**config.mk**
```make
export PLATFORM = sky130hd
export DESIGN_NAME = mac_acc_8
export DESIGN_NICKNAME = d
export VERILOG_FILES = /design/src/rtl/mac_acc_8.sv
export SDC_FILE = /design/constraint.sdc
export NUM_CORES = 1
export LEC_CHECK = 0
export CAP_MARGIN = 0
export CORE_ASPECT_RATIO = 0.8
export CORE_MARGIN = 2
export CORE_UTILIZATION = 50
export DETAILED_ROUTE_END_ITERATION = 10
export DONT_BUFFER_PORTS = 1
export HOLD_SLACK_MARGIN = 0.15
export PLACE_DENSITY_LB_ADDON = 0.12
export SYNTH_ARGS = -nofsm -noshare
export SYNTH_HDL_FRONTEND = slang
export SYNTH_SLANG_ARGS = --single-unit
```
**constraint.sdc**
```tcl
create_clock -name clk -period 6 [get_ports clk]
set_clock_uncertainty 0.05 [all_clocks]
set_input_delay 0 -clock clk [delete_from_list [all_inputs] [get_ports clk]]
set_output_delay 0 -clock clk [all_outputs]
set_load 0.01 [all_outputs]
```
**src/rtl/mac_acc_8.sv**
```systemverilog
// rtl/mac_acc_8.sv - burst multiply-accumulate over arr_mul_8 with valid/ready handshakes
// Define MAC_ACC_SATURATE_EN to clamp the accumulator at 2^ACC_W-1 instead of wrapping.

module arr_mul_8 (
  input  logic [7:0]  a,
  input  logic [7:0]  b,
  output logic [15:0] p
);

  // Shift-and-add of the partial-product rows.
  always_comb begin
    p = '0;
    for (int i = 0; i < 8; i++) begin
      if (b[i]) p = p + ({8'b0, a} << i);
    end
  end

endmodule

module mac_acc_8 #(
  parameter int ACC_W   = 24,
  parameter int N_TERMS = 4
) (
  input  logic             clk,
  input  logic             rst,
  input  logic             start,
  input  logic             in_valid,
  output logic             in_ready,
  input  logic [7:0]       A,
  input  logic [7:0]       B,
  output logic [ACC_W-1:0] acc_out,
  output logic             out_valid,
  input  logic             out_ready,
  output logic             busy,
  output logic             overflow
);

  localparam int CW = $clog2(N_TERMS + 1);

  typedef enum logic [1:0] {IDLE, ACCUM, DRAIN, DONE} state_t;

  state_t          state, state_nx;
  logic [CW-1:0]   count;
  logic [15:0]     p_reg;
  logic            p_vld;
  logic [15:0]     prod;
  logic [ACC_W:0]  sum;
  logic            transfer;
  logic            last;

  arr_mul_8 u_mul (
    .a (A),
    .b (B),
    .p (prod)
  );

  assign sum      = {1'b0, acc_out} + {{(ACC_W - 15){1'b0}}, p_reg};
  assign transfer = in_valid & in_ready;
  assign last     = transfer && (count == CW'(N_TERMS - 1));

  always_ff @(posedge clk or posedge rst) begin
    if (rst) state <= IDLE;
    else     state <= state_nx;
  end

  always_comb begin
    state_nx  = state;
    in_ready  = 1'b0;
    out_valid = 1'b0;
    busy      = 1'b1;
    case (state)
      IDLE: begin
        busy = 1'b0;
        if (start) state_nx = ACCUM;
      end
      ACCUM: begin
        in_ready = 1'b1;
        if (last) state_nx = DRAIN;
      end
      DRAIN: state_nx = DONE;
      DONE: begin
        out_valid = 1'b1;
        if (out_ready) state_nx = IDLE;
      end
      default: state_nx = IDLE;
    endcase
  end

  // The add of the previous product overlaps the capture of the next one.
  always_ff @(posedge clk or posedge rst) begin
    if (rst) begin
      acc_out  <= '0;
      count    <= '0;
      p_reg    <= '0;
      p_vld    <= 1'b0;
      overflow <= 1'b0;
    end else if (state == IDLE && start) begin
      acc_out  <= '0;
      count    <= '0;
      p_vld    <= 1'b0;
      overflow <= 1'b0;
    end else begin
      if (p_vld) begin
        if (sum[ACC_W]) overflow <= 1'b1;
`ifdef MAC_ACC_SATURATE_EN
        acc_out <= sum[ACC_W] ? {ACC_W{1'b1}} : sum[ACC_W-1:0];
`else
        acc_out <= sum[ACC_W-1:0];
`endif
      end
      if (state == ACCUM) begin
        p_vld <= transfer;
        if (transfer) begin
          p_reg <= prod;
          count <= count + CW'(1);
        end
      end else begin
        p_vld <= 1'b0;
      end
    end
  end

endmodule

```
==> impl_metrics.env, run 1 <==
export IMPL_clock_path_buffers=2
export IMPL_holdPathEnd="p_reg[1]"
export IMPL_ys_ff_latch=47
export IMPL_intPower_w=0.00221
export IMPL_hold_start="B[1]"
export IMPL_io_pins=49
export IMPL_cap_violations=0
export IMPL_p_sw_w=0.00163
export IMPL_routed_wl_mm=19.4
export IMPL_largest_register_ffs=24
export IMPL_grt_pass1_wl_mm=31.3
export IMPL_critPathLaunchType="input pin"
export IMPL_initial_core_util_pct=52.0
export IMPL_max_stage_delay_ns=0.39
export IMPL_die_h_um=103
export IMPL_first_iter_violations=390
export IMPL_drc=0
export IMPL_worst_pin_slew_ns=0.985
export IMPL_core_area_um2=11700
export IMPL_arrival_ns=7.74
export IMPL_portBuffers=0
export IMPL_status="complete, but fails checks"
export IMPL_startpoint="A[1]"
export IMPL_wl_per_cell_um=17.6
export IMPL_rows=35
export IMPL_clock_sinks=47
export IMPL_grt_pass1_vias=6498
export IMPL_reg2reg_depth=7
export IMPL_r2r_end="p_reg[0]"
export IMPL_fin_crit_sh_pct=127
export IMPL_via_per_inst=6.00
export IMPL_setup_viol=9
export IMPL_die_x_um=127
export IMPL_netlist_instances=768
export IMPL_worstHoldPathType="input pin to flop"
export IMPL_seqPwrFrac_pct=14.2
export IMPL_pre_cts_slack_ns=-2.16
export IMPL_grt_max_degree=48
export IMPL_clkLatencyLatePin_ns=0.29
export IMPL_dpl_cell_area_um2=7350
export IMPL_switching_share_pct=42.4
export IMPL_num_vias=6608
export IMPL_drive_gt1_share_pct=35.0
export IMPL_relSlewSlack_pct=34.2
export IMPL_gr_usage_all_layers_pct=29.5
export IMPL_total_power_w=0.00384
export IMPL_critPathMaxFanout=11
export IMPL_path_clk_slew_ns=0.07
export IMPL_timing_final_hold_violations=0
export IMPL_syn_area_per_cell_um2=7.91
export IMPL_final_area_um2=8780
export IMPL_leakagePower_nw=4.10
export IMPL_ir_drop_v=0.000266
export IMPL_endpoint_kind="flop"
export IMPL_diodes=0
export IMPL_numCtsBuffers=5
export IMPL_seq_area_um2=1180
export IMPL_first_pass_iters=5
export IMPL_power_per_cell_area_nw_per_um2=437
export IMPL_cts_root_buffer="clkbuf_16"
export IMPL_rsz0062_at_grt="true"
export IMPL_violations="negative setup slack"
export IMPL_cts_tree="built"
export IMPL_cts_max_level=2
export IMPL_postSynthNetCount=880
export IMPL_antenna_found_initial=0
export IMPL_nNetsFinal=1065
export IMPL_crit_top_cell="ha_4"
export IMPL_fin_crit_ns=7.61
export IMPL_r2r_start="state[1]"
export IMPL_setup_ws_ns=-1.61
export IMPL_fmax_ghz=0.131
export IMPL_yosysSeqAreaShare_pct=19.4
export IMPL_ys_flop_type="dfrtp_1"
export IMPL_fillerInstances=818
export IMPL_ant_nets=0
export IMPL_min_path_cells=4
export IMPL_place_congestion=0.885
export IMPL_synth_edf_count=0
export IMPL_critPathKind="input pin to flop"
export IMPL_grt_overflow_total=0
export IMPL_ys_async_sr_fraction_pct=100
export IMPL_r2r_setup_slack_ns=3.00
export IMPL_synth_distinct_cells=70
export IMPL_hpwl_mm=13.8
export IMPL_clkPwrFrac_pct=8.7
export IMPL_netlist_area_um2=6080
export IMPL_slowest_stage="fa_2"
export IMPL_multiInputGateArea_um2=5490
export IMPL_synth_warnings=0
export IMPL_tns_ns=-10.42
export IMPL_area_growth_pct=44.5
export IMPL_combPwrFrac_pct=77.1
export IMPL_die_area_um2=13100
export IMPL_required_ns=6.13
export IMPL_final_max_slew_violation_count=0
## critical path, delay by kind of cell
kind            cells  cell delay, ns
compound gates     16            2.88
buf+inv             3            0.36
xor+xnor            3            0.48
simple gates        9            1.21
mux                 3            0.72
fa+ha+maj           8            2.11
## per-layer routing
layer / GRT usage (%) / share of wire [%] / vias up
met5: 0 / 0 / -
met4: 5.33 / 1.2 / 0
met3: 6.38 / 5.9 / 29
met2: 50.7 / 47 / 181
met1: 39.1 / 46 / 3194
li1: - / - / 3204
## power by group through the flow
stage	Combinational, W	Sequential (W)	Clock (W)
floorplan	0.00151	0.000509	0
global placement	0.00210	0.000549	0
detailed placement	0.00219	0.000552	0
CTS	0.00268	0.000547	0.000338
global route	0.00322	0.000561	0.000349
finish	0.00296	0.000546	0.000332
## how the worst max path moves through the flow
| stage | endpoint | cells after the start |
|---|---|---|
| floorplan | p_reg[14] | 43 |
| global placement | p_reg[14] | 40 |
| detailed placement | p_reg[14] | 43 |
| CTS | p_reg[14] | 41 |
| global route | p_reg[12] | 45 |
| finish | p_reg[14] | 42 |
## through the flow
stage                     utilization (%)  hold WS, ns  std cells
after CTS                            72.2        0.150       1086
after detailed placement             62.9       0.0944       1021
after global placement               62.9        0.100       1021
final                                75.1        0.150       1102
after global routing                 75.1        0.160       1102
after floorplan                         -       0.0946        768
## what timing repair did
item                                    CTS  global route
resized for setup                       100            48
pin swaps                               101            35
hold buffers                             23             0
endpoints found under the setup margin    9            10
hold endpoints to repair                 69             0
setup buffers                            38            18
## Yosys cell counts (11+ instances only)
cell type  number  area [um2]
o21a_1         18         135
clkbuf_1       18        67.6
xnor2_1        23         201
nor2_1         61         229
ha_1           83        1040
dfrtp_1        47        1180
a21oi_1        55         275
nand3_1        24         120
and2_1         11        68.8
nand2b_1       16         100
nor2b_1        16         100
xor2_1         11        96.3
inv_1          42         158
o21ai_0        68         340
a31oi_1        16         100
nand2_1        62         233
a21o_1         24         180
nor3_1         21         105
## logic make-up (layout without fill, tap and decap cells)
logic type	Yosys count	in the layout	synth area share [%]
muxes	17	17	2.94
buffers and inverters	66	252	4.10
AOI/OAI and AO/OA	261	261	28.3
xor gates and xnor gates	34	34	4.90
DFF	47	47	19.4
adders and majority gates	91	91	19.7
and+or+nand+nor	252	252	20.7
## layout make-up
cell class | count | share of cell area [%]
repair buffers | 200 | 18.1
clock buffers | 6 | 1.58
multi-input cells | 655 | 62.5
well taps | 148 | 2.11
flip-flops and latches | 47 | 13.4
clock inverters | 2 | 0.442
inverters | 44 | 1.88
## cell usage in the layout, fill, tap and decap left out, types with 4 or more instances in the layout
cell type | synthesis | routed
a211o_1 | 4 | 4
a211oi_1 | 10 | 6
a211oi_2 | 1 | 5
a21o_1 | 24 | 24
a21oi_1 | 55 | 33
a21oi_2 | 2 | 23
a31oi_1 | 16 | 13
and2_1 | 11 | 9
and3_1 | 8 | 8
buf_4 | 0 | 169
buf_6 | 0 | 8
clkbuf_16 | 0 | 5
dfrtp_1 | 47 | 47
dlygate4sd3_1 | 0 | 23
fa_2 | 0 | 5
ha_1 | 83 | 56
ha_2 | 0 | 5
ha_4 | 0 | 22
inv_1 | 42 | 34
inv_2 | 0 | 8
mux2_4 | 0 | 4
mux2i_1 | 10 | 10
nand2_1 | 62 | 57
nand2_2 | 0 | 4
nand2b_1 | 16 | 14
nand3_1 | 24 | 21
nand3b_1 | 4 | 4
nor2_1 | 61 | 59
nor2b_1 | 16 | 13
nor3_1 | 21 | 19
o211ai_1 | 9 | 9
o21a_1 | 18 | 18
o21ai_0 | 68 | 40
o21ai_1 | 3 | 20
o21ai_2 | 0 | 9
o31ai_1 | 7 | 4
or3_1 | 10 | 9
xnor2_1 | 23 | 17
xnor2_2 | 0 | 4
xor2_1 | 11 | 9
No activity file was read; power rests on OpenSTA's default activity.
==> run 2: changes to the inputs <==
- ABC_AREA: default -> 1
==> run 2 against run 1 <==
- fmax is 3.9% higher
- the run still ends with negative setup slack left
- largest cell class unchanged
- via count is 1.2% higher
- synthesized cell count is 9.2% higher
==> impl_metrics.env, run 2 <==
export IMPL_clock_path_buffers=2
export IMPL_cp_buffers_inverters=10
export IMPL_postSynthNetCount=951
export IMPL_cts_tree="built"
export IMPL_first_iter_violations=539
export IMPL_via_per_inst=5.66
export IMPL_numCtsBuffers=5
export IMPL_first_pass_iters=5
export IMPL_grt_max_degree=48
export IMPL_syn_area_per_cell_um2=6.79
export IMPL_nNetsFinal=1148
export IMPL_die_x_um=123
export IMPL_path_clk_slew_ns=0.06
export IMPL_ant_nets=0
export IMPL_antenna_found_initial=0
export IMPL_cp_depth=48
export IMPL_crit_top_cell="inv_2"
export IMPL_synth_warnings=0
export IMPL_setup_ws_ns=-1.32
export IMPL_cts_max_level=2
export IMPL_total_power_w=0.00297
export IMPL_startpoint="A[1]"
export IMPL_yosysSeqAreaShare_pct=20.7
export IMPL_netlist_area_um2=5700
export IMPL_initial_core_util_pct=51.9
export IMPL_status="complete, but fails checks"
export IMPL_clkLatencyLatePin_ns=0.29
export IMPL_critPathMaxFanout=11
export IMPL_cap_violations=0
export IMPL_leakagePower_nw=4.31
export IMPL_fmax_ghz=0.137
export IMPL_crit_path_end="p_reg[14]"
export IMPL_final_area_um2=8480
export IMPL_hpwl_mm=12.2
export IMPL_r2r_end="p_reg[2]"
export IMPL_worstHoldPathType="input pin to flop"
export IMPL_area_growth_pct=48.9
export IMPL_synth_distinct_cells=44
export IMPL_io_pins=49
export IMPL_ys_async_sr_fraction_pct=100
export IMPL_gr_usage_all_layers_pct=29.0
export IMPL_max_stage_delay_ns=0.56
export IMPL_portBuffers=0
export IMPL_synth_common_cells="208 x nand2_1, 128 x inv_1, 83 x ha_1, 60 x a21oi_1, 58 x nand3_1"
export IMPL_final_util_pct=77.3
export IMPL_dpl_cell_area_um2=6970
export IMPL_ys_top_cells_by_area="dfrtp_1 21%, ha_1 18%, nand2_1 14%, inv_1 8.4%, a21oi_1 5.3%"
export IMPL_violations="negative setup slack"
export IMPL_routed_wl_mm=20.3
export IMPL_required_ns=6.17
export IMPL_arrival_ns=7.49
export IMPL_die_h_um=99.5
export IMPL_cp_top_family="adder cells"
export IMPL_fin_crit_ns=7.32
export IMPL_final_common_cell="nand2_1"
export IMPL_die_area_um2=12300
export IMPL_num_vias=6690
export IMPL_grt_pass1_vias=6359
export IMPL_grt_overflow_total=0
export IMPL_cts_root_buffer="clkbuf_16"
export IMPL_timing_final_hold_violations=0
export IMPL_fin_crit_sh_pct=122
export IMPL_synth_edf_count=0
export IMPL_core_area_um2=11000
export IMPL_wl_per_cell_um=17.2
export IMPL_r2r_setup_slack_ns=2.46
export IMPL_drc=0
export IMPL_endpoint_kind="flop"
export IMPL_place_congestion=0.883
export IMPL_final_max_slew_violation_count=0
export IMPL_yosysTopAreaCellShare_pct=20.7
export IMPL_critPathKind="input pin to flop"
export IMPL_final_cell_mix="174 x nand2_1, 164 x buf_4, 105 x inv_1"
export IMPL_clock_sinks=47
export IMPL_post_synth_top_count_cell="nand2_1"
export IMPL_reg2reg_depth=10
export IMPL_diodes=0
export IMPL_r2r_start="state[1]"
export IMPL_rows=34
export IMPL_drive_gt1_share_pct=36.3
export IMPL_setup_viol=8
export IMPL_worst_pin_slew_ns=0.962
export IMPL_relSlewSlack_pct=35.8
export IMPL_ys_ff_latch=47
export IMPL_rsz0062_at_grt="true"
export IMPL_netlist_instances=839
export IMPL_ys_flop_type="dfrtp_1"
export IMPL_yosysTopAreaCell="dfrtp_1"
export IMPL_critPathLaunchType="input pin"
export IMPL_slowest_stage="fa_2"
export IMPL_ir_drop_v=0.000167
export IMPL_power_per_cell_area_nw_per_um2=350
export IMPL_grt_pass1_wl_mm=29.2
export IMPL_largest_register_ffs=24
==> run 2: layout make-up <==
class                           count  area, um2
Clock buffer                        5        125
Clock inverter                      3       20.0
Fill cell                         713       2490
Inverter                          133        502
Multi-Input combinational cell    647       4850
Sequential cell                    47       1180
Tap cell                          144        180
Timing Repair Buffer              202       1630
==> run 2: worst min path at each step <==
stage          start         to  cells past startpoint
2_1_floorplan   B[6]   p_reg[6]                      2
3_3_place_gp     rst   p_reg[0]                      1
3_5_place_dp     rst   p_reg[0]                      1
4_1_cts         B[5]   p_reg[7]                      6
5_1_grt         A[7]  p_reg[14]                      6
6_report        A[7]  p_reg[14]                      6
==> run 2: metrics by stage <==
stage	cells	setup TNS (ns)	setup slack, ns	hold WS [ns]
after floorplan	839	-5.65	-1.04	0.0735
after detailed placement	1099	-8.87	-1.46	0.110
after CTS	1165	-5.49	-0.995	0.170
after global placement	1099	-8.25	-1.38	0.0985
final	1181	-7.86	-1.32	0.181
after global routing	1181	-9.46	-1.55	0.212
==> run 2: cells by family after synthesis <==
logic type / after synthesis / synth area share [%]
adder cells (fa/ha/maj): 91 / 21.0
flip-flops: 47 / 20.7
AO/OA/AOI/OAI: 169 / 17.0
AND/OR/NAND/NOR: 361 / 27.6
buffers and inverters: 145 / 9.67
XOR/XNOR: 26 / 4.00
==> run 2: report_power, final <==
part           total, W  leakage (nW)  internal [W]  switching [W]
Clock          0.000277        0.0658      0.000154       0.000124
Combinational   0.00217          3.63       0.00105        0.00112
Sequential     0.000522         0.623      0.000418       0.000104
Total           0.00297          4.31       0.00162        0.00135
==> run 2: layer usage <==
layer / GRT usage [%] / wire length, um / vias to the layer above
met3: 4.01 / 1230 / 71
met5: 0 / 0 / -
met1: 35.3 / 8230 / 3160
met4: 7.69 / 748 / 0
li1: - / - / 3172
met2: 53.2 / 10100 / 287
==> run 2: worst reg2reg max path: cells and delay by family, from the launching register on <==
kind / cells / cell delay (ns)
fa+ha+maj: 1 / 0.27
simple gates: 2 / 0.59
compound gates: 2 / 0.33
flops: 1 / 0.40
buf+inv: 5 / 1.83
==> run 2: what timing repair did <==
item	in CTS	in global routing
pin swaps	68	92
hold buffers	26	0
resized for setup	72	91
buffers inserted	36	20
endpoints found under the setup margin	8	9
hold endpoints to repair	73	0
==> run 3: changes to the inputs <==
==> constraint.sdc (replaced) <==
create_clock -name clk -period 8.3 [get_ports clk]
set_clock_uncertainty 0.05 [all_clocks]
set_input_delay 0 -clock clk [delete_from_list [all_inputs] [get_ports clk]]
set_output_delay 0 -clock clk [all_outputs]
set_load 0.02 [all_outputs]
==> run 3 against run 2 <==
- the flow now finishes without violations
- cell count fell by 14%
- sequential cell count is the same
- critical path depth is 7 lower
- combinational power is 54% lower
- critical endpoint is now p_reg[13]
- core utilization shrank 18 points
- non-clock buffer count fell by 169
- largest cell class unchanged
- highest routed layer unchanged
- design area shrank 24%
==> impl_metrics.env, run 3 (synthesis gave the netlist of run 2 again) <==
export IMPL_setup_viol=0
export IMPL_via_per_inst=5.45
export IMPL_first_pass_iters=4
export IMPL_worst_pin_slew_ns=1.17
export IMPL_reg2reg_depth=9
export IMPL_max_stage_delay_ns=0.65
export IMPL_fin_crit_ns=7.92
export IMPL_cts_max_level=2
export IMPL_hpwl_mm=11.2
export IMPL_endpoint_kind="flop"
export IMPL_holdPathEnd="p_reg[11]"
export IMPL_total_power_w=0.00160
export IMPL_initial_core_util_pct=51.9
export IMPL_leakagePower_nw=3.44
export IMPL_r2r_start="state[0]"
export IMPL_critPathLaunchType="input pin"
export IMPL_die_x_um=123
export IMPL_min_path_cells=5
export IMPL_relSlewSlack_pct=21.5
export IMPL_rows=34
export IMPL_numCtsBuffers=5
export IMPL_wl_per_cell_um=14.5
export IMPL_nNetsFinal=979
export IMPL_grt_pass1_vias=5270
export IMPL_r2r_end="acc_out[19]"
export IMPL_grt_overflow_total=0
export IMPL_cts_root_buffer="clkbuf_16"
export IMPL_core_area_um2=11000
export IMPL_final_common_cell="nand2_1"
export IMPL_worstHoldPathType="input pin to flop"
export IMPL_clkLatencyLatePin_ns=0.29
export IMPL_slowest_stage="dlygate4sd3_1"
export IMPL_portBuffers=0
export IMPL_power_per_cell_area_nw_per_um2=247
export IMPL_first_iter_violations=236
export IMPL_gr_usage_all_layers_pct=24.9
export IMPL_final_max_slew_violation_count=0
export IMPL_routed_wl_mm=14.7
export IMPL_clock_sinks=47
export IMPL_cap_violations=0
export IMPL_cts_tree="built"
export IMPL_area_growth_pct=13.6
export IMPL_die_area_um2=12300
export IMPL_io_pins=49
export IMPL_hold_start="B[4]"
export IMPL_die_h_um=99.5
export IMPL_num_vias=5510
export IMPL_fin_crit_sh_pct=95.4
export IMPL_place_congestion=0.861
export IMPL_critPathKind="input pin to flop"
export IMPL_final_cell_mix="207 x nand2_1, 127 x inv_1, 69 x ha_1"
export IMPL_timing_final_hold_violations=0
export IMPL_arrival_ns=8.04
export IMPL_r2r_setup_slack_ns=5.18
export IMPL_ir_drop_v=0.000133
export IMPL_fillerInstances=1072
export IMPL_startpoint="A[0]"
export IMPL_ant_nets=0
export IMPL_grt_pass1_wl_mm=24.9
export IMPL_crit_top_cell="nand2_1"
export IMPL_clock_path_buffers=2
export IMPL_critPathMaxFanout=5
export IMPL_diodes=0
export IMPL_drc=0
export IMPL_fin_hold_ws_ns=0.147
export IMPL_status="complete, no violations"
export IMPL_fmax_ghz=0.126
export IMPL_grt_max_degree=48
export IMPL_antenna_found_initial=0
export IMPL_largest_register_ffs=24
export IMPL_drive_gt1_share_pct=9.34
export IMPL_required_ns=8.42
export IMPL_path_clk_slew_ns=0.06
[run 3: cell count changes in the layout (fill, tap and decap cells not counted), sizes merged]
cell,change
buf,-168
clkbuf,+1
clkinvlp,-2
dlygate4sd3,-2
dlymetal6s4s,+1
[run 3: cell type report]
cell class | instances | area [um2] | area share, %
Clock buffer | 6 | 139 | 2.15
Inverter | 133 | 499 | 7.71
Clock inverter | 1 | 5.00 | 0.0773
Multi-Input combinational cell | 647 | 4160 | 64.3
Tap cell | 144 | 180 | 2.78
Sequential cell | 47 | 1180 | 18.2
Timing Repair Buffer | 33 | 313 | 4.83
[run 3: worst max-delay path, delay by kind of cell]
| kind | cells | cell delay [ns] |
|---|---|---|
| simple gates | 15 | 1.92 |
| fa+ha+maj | 12 | 3.89 |
| xor+xnor | 1 | 0.18 |
| compound gates | 7 | 1.12 |
| buf+inv | 6 | 0.94 |
[run 3: power by group]
group / switching (W) / internal (W)
Combinational: 0.000587 / 0.000414
Sequential: 0.0000954 / 0.000302
Clock: 0.0000819 / 0.000118
Total: 0.000764 / 0.000834
[run 3: what timing repair did]
action | CTS | global route
hold buffers | 25 | 0
buffers inserted | 0 | 7
resized for setup | 0 | 39
endpoints found under the setup margin | 0 | 7
hold endpoints to repair | 69 | 0
[run 3: metrics by stage]
stage          cells  area (um2)  setup slack (ns)  util (%)  setup TNS, ns
4_1_cts         1004        6230            0.0848      56.7              0
6_report        1011        6470             0.379      59.0              0
3_5_place_dp     972        5830             0.481      53.1              0
2_1_floorplan    839        5700             0.933         -              0
5_1_grt         1011        6470            -0.102      59.0         -0.176
3_3_place_gp     972        5830             0.673      53.1              0
[run 3: how the worst max path moves through the flow]
stage           endpoint  slack [ns]
2_1_floorplan  p_reg[13]        0.93
3_3_place_gp   p_reg[13]        0.67
3_5_place_dp   p_reg[13]        0.48
6_report       p_reg[13]        0.38
4_1_cts        p_reg[13]        0.08
5_1_grt        p_reg[14]       -0.10
[run 3: per-layer routing]
layer / part of all wire [%] / track usage (%) / vias to the layer above
li1: - / - / 2832
met1: 50 / 36.3 / 2549
met2: 44 / 39.4 / 113
met3: 4.6 / 3.84 / 16
met4: 1.2 / 4.46 / 0
met5: 0 / 0 / -
